===== config.mk =====
export PLATFORM = sky130hd
export DESIGN_NAME = voice_scheduler_flat
export DESIGN_NICKNAME = d
export VERILOG_FILES = /design/src/rtl/voice_scheduler_if.sv /design/src/rtl/voice_scheduler.sv /design/src/flat_wrapper.sv
export SDC_FILE = /design/constraint.sdc
export NUM_CORES = 1
export LEC_CHECK = 0
export BUFFER_PORTS_ARGS = -buffer_cell sky130_fd_sc_hd__buf_2
export CORE_MARGIN = 1
export CORE_UTILIZATION = 55
export CTS_CLUSTER_DIAMETER = 200
export CTS_CLUSTER_SIZE = 10
export DETAILED_ROUTE_END_ITERATION = 16
export PLACE_DENSITY = 0.8
export SYNTH_ARGS = -nofsm -noshare
export SYNTH_HDL_FRONTEND = slang
export SYNTH_SLANG_ARGS = --single-unit

===== constraint.sdc =====
create_clock -name clock_50_000_000 -period 4.5 [get_ports clock_50_000_000]
set_input_delay 0.9 -clock clock_50_000_000 [delete_from_list [all_inputs] [get_ports clock_50_000_000]]
set_output_delay 0.9 -clock clock_50_000_000 [all_outputs]
set_load 0.05 [all_outputs]

===== src/rtl/voice_scheduler_if.sv =====
// Engine-side request/response channel of the voice scheduler.
// The master modport is the scheduler and the slave modport is the shared synthesis engine.
interface voice_scheduler_if #(
  parameter int NUM_VOICES   = 4,
  parameter int SAMPLE_WIDTH = 24
);
  localparam int VW = (NUM_VOICES > 1) ? $clog2(NUM_VOICES) : 1;

  logic                           req_valid;
  logic                           req_ready;
  logic [VW-1:0]                  req_voice;
  logic [6:0]                     req_note;
  logic [6:0]                     req_velocity;
  logic                           resp_valid;
  logic signed [SAMPLE_WIDTH-1:0] resp_sample;

  modport master (
    output req_valid, req_voice, req_note, req_velocity,
    input  req_ready, resp_valid, resp_sample
  );

  modport slave (
    input  req_valid, req_voice, req_note, req_velocity,
    output req_ready, resp_valid, resp_sample
  );
endinterface


===== src/rtl/voice_scheduler.sv =====
// Time-multiplexes one synthesis engine across NUM_VOICES slots and emits one mixed sample per tick.
// Define VOICE_SCHEDULER_SATURATE_EN for a clamped voice sum instead of the default average.
module voice_scheduler #(
  parameter int NUM_VOICES   = 4,
  parameter int SAMPLE_WIDTH = 24
) (
  input  logic                           clock_50_000_000,
  input  logic                           reset,
  input  logic                           sample_tick,
  input  logic [NUM_VOICES-1:0][14:0]    pipeline_notes,
  voice_scheduler_if.master              eng,
  output logic signed [SAMPLE_WIDTH-1:0] sample_out,
  output logic                           sample_valid,
  output logic                           overrun,
  output logic                           busy
);
  localparam int LOG2 = $clog2(NUM_VOICES);
  localparam int VW   = (LOG2 > 0) ? LOG2 : 1;
  localparam int PW   = LOG2 + 1;
  localparam int AW   = SAMPLE_WIDTH + LOG2;

  typedef enum logic [1:0] {IDLE, ISSUE, WAIT, DONE} state_t;

  state_t                         state_q, state_d;
  logic [PW-1:0]                  ptr_q, ptr_d;
  logic signed [AW-1:0]           acc_q, acc_d;
  logic [NUM_VOICES-1:0]          snap_active_q, snap_active_d;
  logic [NUM_VOICES-1:0][6:0]     snap_note_q, snap_note_d;
  logic [NUM_VOICES-1:0][6:0]     snap_vel_q, snap_vel_d;
  logic signed [SAMPLE_WIDTH-1:0] sample_out_q, sample_out_d;
  logic                           sample_valid_q, sample_valid_d;
  logic                           overrun_q, overrun_d;

  logic [VW-1:0]                  slot;
  logic                           last_slot;
  logic signed [AW-1:0]           resp_ext;
  logic signed [SAMPLE_WIDTH-1:0] result;

  assign slot      = ptr_q[VW-1:0];
  assign last_slot = (ptr_q == PW'(NUM_VOICES - 1));
  assign resp_ext  = {{LOG2{eng.resp_sample[SAMPLE_WIDTH-1]}}, eng.resp_sample};

`ifdef VOICE_SCHEDULER_SATURATE_EN
  localparam logic signed [AW-1:0] SAT_MAX = {{(LOG2 + 1){1'b0}}, {(SAMPLE_WIDTH - 1){1'b1}}};
  localparam logic signed [AW-1:0] SAT_MIN = {{(LOG2 + 1){1'b1}}, {(SAMPLE_WIDTH - 1){1'b0}}};

  always_comb begin
    if (acc_q > SAT_MAX)      result = SAT_MAX[SAMPLE_WIDTH-1:0];
    else if (acc_q < SAT_MIN) result = SAT_MIN[SAMPLE_WIDTH-1:0];
    else                      result = acc_q[SAMPLE_WIDTH-1:0];
  end
`else
  // Dropping the low LOG2 bits is the arithmetic shift, so rounding is toward -inf.
  logic unused_acc_lsbs;
  assign result          = acc_q[AW-1:LOG2];
  assign unused_acc_lsbs = ^acc_q[LOG2-1:0];
`endif

  // NOTE: every always_comb output gets a default first so no path can infer a latch.
  always_comb begin
    state_d        = state_q;
    ptr_d          = ptr_q;
    acc_d          = acc_q;
    snap_active_d  = snap_active_q;
    snap_note_d    = snap_note_q;
    snap_vel_d     = snap_vel_q;
    sample_out_d   = sample_out_q;
    sample_valid_d = 1'b0;
    overrun_d      = sample_tick && (state_q != IDLE);
    eng.req_valid    = 1'b0;
    eng.req_voice    = slot;
    eng.req_note     = snap_note_q[slot];
    eng.req_velocity = snap_vel_q[slot];

    unique case (state_q)
      IDLE: begin
        if (sample_tick) begin
          for (int i = 0; i < NUM_VOICES; i++) begin
            snap_active_d[i] = pipeline_notes[i][14];
            snap_note_d[i]   = pipeline_notes[i][13:7];
            snap_vel_d[i]    = pipeline_notes[i][6:0];
          end
          ptr_d   = '0;
          acc_d   = '0;
          state_d = ISSUE;
        end
      end
      ISSUE: begin
        // Leaving straight to DONE from the last slot keeps the idle frame at NUM_VOICES+2 cycles.
        if (ptr_q == PW'(NUM_VOICES)) begin
          state_d = DONE;
        end else if (!snap_active_q[slot]) begin
          ptr_d   = ptr_q + PW'(1);
          state_d = last_slot ? DONE : ISSUE;
        end else begin
          eng.req_valid = 1'b1;
          if (eng.req_ready) state_d = WAIT;
        end
      end
      WAIT: begin
        if (eng.resp_valid) begin
          acc_d   = acc_q + resp_ext;
          ptr_d   = ptr_q + PW'(1);
          state_d = last_slot ? DONE : ISSUE;
        end
      end
      DONE: begin
        sample_out_d   = result;
        sample_valid_d = 1'b1;
        state_d        = IDLE;
      end
      default: state_d = IDLE;
    endcase
  end

  // NOTE: the snapshot table is a handful of flops, so it is reset along with the rest of the state.
  always_ff @(posedge clock_50_000_000 or posedge reset) begin
    if (reset) begin
      state_q        <= IDLE;
      ptr_q          <= '0;
      acc_q          <= '0;
      snap_active_q  <= '0;
      snap_note_q    <= '0;
      snap_vel_q     <= '0;
      sample_out_q   <= '0;
      sample_valid_q <= 1'b0;
      overrun_q      <= 1'b0;
    end else begin
      state_q        <= state_d;
      ptr_q          <= ptr_d;
      acc_q          <= acc_d;
      snap_active_q  <= snap_active_d;
      snap_note_q    <= snap_note_d;
      snap_vel_q     <= snap_vel_d;
      sample_out_q   <= sample_out_d;
      sample_valid_q <= sample_valid_d;
      overrun_q      <= overrun_d;
    end
  end

  assign sample_out   = sample_out_q;
  assign sample_valid = sample_valid_q;
  assign overrun      = overrun_q;
  assign busy         = (state_q != IDLE);
endmodule


===== src/flat_wrapper.sv =====
// flat-port wrapper written by rule: the top's interface ports become plain ports
module voice_scheduler_flat 
#(
  parameter int NUM_VOICES   = 4,
  parameter int SAMPLE_WIDTH = 24
)
  (clock_50_000_000, reset, sample_tick, pipeline_notes, sample_out, sample_valid, overrun, busy, eng_req_valid, eng_req_voice, eng_req_note, eng_req_velocity, eng_req_ready, eng_resp_valid, eng_resp_sample);
  voice_scheduler_if #(.NUM_VOICES(NUM_VOICES), .SAMPLE_WIDTH(SAMPLE_WIDTH)) eng_i ();
  input  logic clock_50_000_000;
  input  logic reset;
  input  logic sample_tick;
  input  logic [NUM_VOICES-1:0][14:0] pipeline_notes;
  output logic signed [SAMPLE_WIDTH-1:0] sample_out;
  output logic sample_valid;
  output logic overrun;
  output logic busy;
  output wire logic [$bits(eng_i.req_valid)-1:0] eng_req_valid;
  output wire logic [$bits(eng_i.req_voice)-1:0] eng_req_voice;
  output wire logic [$bits(eng_i.req_note)-1:0] eng_req_note;
  output wire logic [$bits(eng_i.req_velocity)-1:0] eng_req_velocity;
  input wire logic [$bits(eng_i.req_ready)-1:0] eng_req_ready;
  input wire logic [$bits(eng_i.resp_valid)-1:0] eng_resp_valid;
  input wire logic [$bits(eng_i.resp_sample)-1:0] eng_resp_sample;
  assign eng_req_valid = eng_i.req_valid;
  assign eng_req_voice = eng_i.req_voice;
  assign eng_req_note = eng_i.req_note;
  assign eng_req_velocity = eng_i.req_velocity;
  assign eng_i.req_ready = eng_req_ready;
  assign eng_i.resp_valid = eng_resp_valid;
  assign eng_i.resp_sample = eng_resp_sample;
  voice_scheduler #(.NUM_VOICES(NUM_VOICES), .SAMPLE_WIDTH(SAMPLE_WIDTH)) u_core (.clock_50_000_000(clock_50_000_000), .reset(reset), .sample_tick(sample_tick), .pipeline_notes(pipeline_notes), .eng(eng_i), .sample_out(sample_out), .sample_valid(sample_valid), .overrun(overrun), .busy(busy));
endmodule

==> results of run 1 <==
-- logic make-up after synthesis --
kind of cell,share of synthesized area [%]
AOI/OAI and AO/OA,12.7
DFF,46.5
and+or+nand+nor,7.93
muxes,20.7
buffers and inverters,3.22
adders and majority gates,6.68
xor gates and xnor gates,2.23
-- power by group --
part           internal, mW  total, mW  switching (mW)
registers              1.52       1.82           0.295
clock network         0.912       1.39           0.476
logic                  1.18       3.04            1.86
-- state kept, by name, indices dropped and copies added (netlist names) --
register / cells
u_core.snap_note_q: 28
u_core.snap_vel_q: 28
u_core.acc_q: 26
u_core.sample_out: 24
u_core.snap_active_q: 4
u_core.ptr_q: 3
u_core.state_q: 2
u_core.overrun: 1
u_core.sample_valid: 1
-- cell usage after synthesis, types with 2 or more instances --
cell type,n,area (µm²)
clkbuf_1,15,56.3
nand2b_1,5,31.3
a22o_1,2,17.5
a31o_1,2,17.5
o31ai_1,3,22.5
nor3_1,5,25.0
nand4_1,9,56.3
mux4_2,15,338
dfrtp_1,117,2930
o21ai_0,18,90.1
o21a_1,2,15.0
inv_1,20,75.1
nor2_1,16,60.1
buf_4,2,15.0
o22ai_1,3,18.8
a211oi_1,2,15.0
nand3_1,7,35.0
o21bai_1,6,45.0
xor2_1,6,52.6
nand2_1,45,169
and3_1,2,12.5
buf_2,6,30.0
o211ai_1,3,22.5
buf_1,7,26.3
mux2_2,84,946
xnor2_1,10,87.6
nor2b_1,3,18.8
mux2i_1,2,20.0
nor4b_1,2,17.5
ha_1,32,400
a21o_1,11,82.6
a32o_1,3,30.0
or3_1,4,25.0
a21oi_1,25,125
a31oi_1,4,25.0
o21ai_1,17,85.1
a32oi_1,3,26.3
a21boi_0,3,22.5
-- routing by layer --
metal	vias up	share of wire, %	global-route usage (%)
met4	0	0.89	9.07
met3	17	7.3	7.77
met2	161	51	44.0
li1	2240	-	-
met5	-	0	0
met1	2298	41	30.4
-- final cells by class --
cell class	count	area, µm²
multi-input combinational	373	3170
tap	140	175
timing repair buffer	138	706
clock inverter	12	150
clock buffer	20	467
sequential	117	2930
inverter	20	77.6
fill	806	3310
-- critical path, delay by kind of cell, from the launching register on --
family,cells,cell delay (ps)
simple gates,1,130
mux,1,380
compound gates,1,340
buf+inv,2,320
flops,1,910
-- through the flow --
step	hold slack, ps	setup WS [ps]	utilization, %	total power, mW
after floorplan	445	499	-	4.21
after CTS	501	1140	69.8	6.30
after global placement	482	1400	64.2	4.75
final	499	1120	69.8	6.25
after detailed placement	488	1340	64.2	4.86
after global routing	515	994	69.8	6.64
-- path summary, 6_finish.rpt --
path                                              from                      to  depth (start not counted)
worst max-delay path                   u_core.ptr_q[1]           eng_req_valid                          5
worst min-delay path            u_core.snap_note_q[23]  u_core.snap_note_q[23]                          1
worst max register to register         u_core.acc_q[0]        u_core.acc_q[22]                         10
worst min register to register  u_core.snap_note_q[23]  u_core.snap_note_q[23]                          1
max in group asynchronous                        reset   u_core.sample_out[17]                          3
min in group asynchronous                        reset    u_core.sample_out[3]                          2
==> run summary, run 1 <==
Bufs on Longest Clock Path - 2
P&R area growth vs syn - 21.8%
Largest net degree at the start of global routing - 57
Max Freq - 296 MHz
Crit-path slowest cell - dfrtp_1
Io pins - 133
Max_cap viols - 0
Via-to-Cell Ratio - 5.75
Initial core utilization - 57.3%
Syn nets - 662
LEAKAGE - 3.70 nW
HPWL after DPL - 9.86 mm
Routed wire length per instance - 16.8 µm
Most common cell after layout, fill and taps aside - buf_2
Max_slew headroom - 28.9%
Drt pass-1 iters - 5
Period utilisation layout - 75.0%
Most frequent cells in the layout - 132 x buf_2, 117 x dfrtp_1, 84 x mux2_2
Post-synth ARST share - 100%
Remaining DRCs - 0
Gpl congestion - 0.933
R2R Setup Slk - 1980 ps
Row count - 38
Initial antenna violation count - 0
Post-layout minimum cycle time - 3380 ps
First DRT Iteration DRCs - 122
Post-synth cell types - 57
Vias in the first global route - 4874
Crit path arrival time - 2480 ps
EDFF count, synth - 0
DIE HEIGHT - 109 µm
Max rail drop VDD - 0.000557 V
Post-route cell area - 7670 µm²
CTS tree - built
Worst-path cell chain - mux4_2 -> a21boi_0 -> nand2_1 -> inv_1 -> buf_2
HP Class - reg2reg
Crit path max fanout - 19
Final setup fails - 0
Final hold vios - 0
Dominant synthesized flop cell - dfrtp_1
Kind of critical path - reg2out
Avg Cell Area, Syn - 11.7 µm²
Core ar. - 11000 µm²
Crit path capture type - output pin
Resized Gates After CTS - 0
Clk sinks - 117
I/O Buffers - 132
Pwr/cell area - 815 nW/µm²
Vias - 4716
RSZ-0062 raised after global routing - no
# Post-CTS Setup Buffers - 0
Antenna Cells - 0
Root Buffer - clkbuf_16
Worst Tran Pin Value - 1060 ps
Post-Syn Area - 6300 µm²
Skew final - 6.20 ps
Sequential area share after synthesis - 46.5%
Seq cells post-synth - 117
Max-slew violations - 0
GRT Residual Overflow - 0
Clk pin slew, worst setup/hold paths - 50 ps
DP Cell Count - 788
# nets final - 789
Startpoint types - register
Detailed Route WL - 13.8 mm
Hold buffers post-CTS - 0
Die area - 11900 µm²
CTS Buf Count - 17
Share of layout cells above drive strength 1 - 41.2%
Width of the die - 109 µm
Cells after Synth - 540
Dpl cell area - 7050 µm²
Post-Layout Cell Count - 820
Crit path required time - 3600 ps
First-pass GRT wire length - 23.2 mm
ANT nets after route - 0
CTS H-tree depth - 4
Status - finished clean
Setup TNS - 0 ps
Worst skew pair latency - 410 ps
Yosys Warn Count - 0
Max incr delay on CP - 910 ps
Global-route usage over all layers - 25.6%
(Power assumes the default switching activity.)
==> run 2: changes to the inputs <==
--- a/config.mk
+++ b/config.mk
@@ -7,11 +7,11 @@
 export LEC_CHECK = 0
 export BUFFER_PORTS_ARGS = -buffer_cell sky130_fd_sc_hd__buf_2
 export CORE_MARGIN = 1
-export CORE_UTILIZATION = 55
+export CORE_UTILIZATION = 50
 export CTS_CLUSTER_DIAMETER = 200
 export CTS_CLUSTER_SIZE = 10
 export DETAILED_ROUTE_END_ITERATION = 16
-export PLACE_DENSITY = 0.8
+export PLACE_DENSITY = 0.77
 export SYNTH_ARGS = -nofsm -noshare
 export SYNTH_HDL_FRONTEND = slang
 export SYNTH_SLANG_ARGS = --single-unit
==> constraint.sdc (replaced) <==
create_clock -name clock_50_000_000 -period 2.7 [get_ports clock_50_000_000]
set_input_delay 0.54 -clock clock_50_000_000 [delete_from_list [all_inputs] [get_ports clock_50_000_000]]
set_output_delay 0.54 -clock clock_50_000_000 [all_outputs]
set_load 0.05 [all_outputs]
==> run 2 against run 1 <==
  * Worst setup slack got worse by 890 ps
  * Largest power group unchanged
  * Flip-flop and latch count unchanged
  * Clock power increased by 60%
  * Cell count increased by 5.7%
  * Critical path type unchanged
==> run summary, run 2 (same netlist as run 1, synthesis figures left out) <==
HPWL after DPL - 10.2 mm
Vias - 4741
Fillcell total - 922
Max_cap viols - 0
Post-route cell area - 7860 µm²
First-pass GRT wire length - 23.4 mm
Kind of critical path - reg2out
Remaining DRCs - 0
CTS Buf Count - 17
P&R area growth vs syn - 24.8%
Worst skew pair latency - 420 ps
Worst Tran Pin Value - 585 ps
Setup ws final - 230 ps
Internal Power - 6.03 mW
Largest net degree at the start of global routing - 66
Final setup fails - 0
Setup TNS - 0 ps
Vias in the first global route - 5001
Post-Route Utilization - 64.6%
Most common cell after layout, fill and taps aside - buf_2
Dpl cell area - 7260 µm²
Via-to-Cell Ratio - 5.47
HP Class - in2async
Routed wire length per instance - 16.0 µm
Status - finished clean
Initial core utilization - 51.8%
Gpl congestion - 0.860
Global-route usage over all layers - 23.3%
GRT Residual Overflow - 0
Max_slew headroom - 60.9%
DIE HEIGHT - 114 µm
Crit path required time - 2160 ps
# nets final - 808
Period utilisation layout - 91.5%
WHS - 186 ps
Core ar. - 12200 µm²
LEAKAGE - 3.78 nW
Max-slew violations - 0
First DRT Iteration DRCs - 185
Root Buffer - clkbuf_16
Drt pass-1 iters - 4
RSZ-0062 raised after global routing - no
Dpl ws - -58.9 ps
Skew final - 8.69 ps
Post-Layout Cell Count - 867
Width of the die - 114 µm
Share of layout cells above drive strength 1 - 42.9%
Max rail drop VDD - 0.000880 V
# Post-CTS Setup Buffers - 0
Startpoint types - register
Most frequent cells in the layout - 132 x buf_2, 117 x dfrtp_1, 84 x mux2_2
Antenna Cells - 0
Max Freq - 405 MHz
Switch share - 42.5%
ANT nets after route - 0
I/O Buffers - 132
Detailed Route WL - 13.9 mm
Final Power - 10.5 mW
Row count - 40
CTS H-tree depth - 4
Die area - 13000 µm²
Switching pwr - 4.46 mW
DP Cell Count - 835
Post-layout minimum cycle time - 2470 ps
Io pins - 133
Clk sinks - 117
CTS tree - built
Top flop regs - u_core.snap_note_q x28, u_core.snap_vel_q x28, u_core.acc_q x26
Final hold vios - 0
Crit path max fanout - 17
Combinational power share - 50.3%
Crit path capture type - output pin
Clk pwr share - 21.2%
Crit path arrival time - 1930 ps
Bufs on Longest Clock Path - 2
Initial antenna violation count - 0
Hold buffers post-CTS - 0
Reg power frac - 28.5%
Pwr/cell area - 1340 nW/µm²
Clk pin slew, worst setup/hold paths - 60 ps
Resized Gates After CTS - 0
-- run 2: path summary, 6_finish.rpt --
| path | slack (ps) | from | cells after the start | end |
|---|---|---|---|---|
| worst min register to register | 500 | u_core.snap_note_q[21] | 1 | u_core.snap_note_q[21] |
| max in group asynchronous | 1750 | reset | 3 | u_core.acc_q[13] |
| worst max register to register | 270 | u_core.acc_q[0] | 11 | u_core.acc_q[20] |
| min in group clock_50_000_000 | 350 | pipeline_notes[33] | 2 | u_core.snap_vel_q[17] |
| worst min-delay path | 190 | reset | 2 | u_core.acc_q[2] |
| worst max-delay path | 230 | u_core.ptr_q[0] | 3 | eng_req_note[4] |
-- run 2: cell type report --
cell class                      instances  area, µm²  area share (%)
Clock buffer                           18        439            5.59
Clock inverter                         14        151            1.93
Inverter                               20       78.8            1.00
Multi-Input combinational cell        373       3170            40.4
Sequential cell                       117       2930            37.3
Tap cell                              168        210            2.68
Timing Repair Buffer                  157        873            11.1
-- run 2: per-layer routing --
layer | vias up | GRT usage, % | part of all wire [%]
met2 | 153 | 38.8 | 50
li1 | 2271 | - | -
met5 | - | 0 | 0
met1 | 2294 | 27.5 | 41
met3 | 23 | 7.99 | 6.8
met4 | 0 | 9.87 | 1.6
-- run 2: worst max-delay path: stages, from the launching register on --
cell and delay [ps]:
dfrtp_1 380, buf_4 340, mux4_2 550, buf_2 230
-- run 2: power groups by stage --
stage          combinational, mW  clock (mW)  sequential (mW)
5_1_grt                     5.70        2.33             3.09
3_5_place_dp                5.26           0             3.02
3_3_place_gp                5.13           0             2.96
4_1_cts                     5.30        2.26             3.00
6_report                    5.27        2.22             2.99
2_1_floorplan               3.69           0             3.33
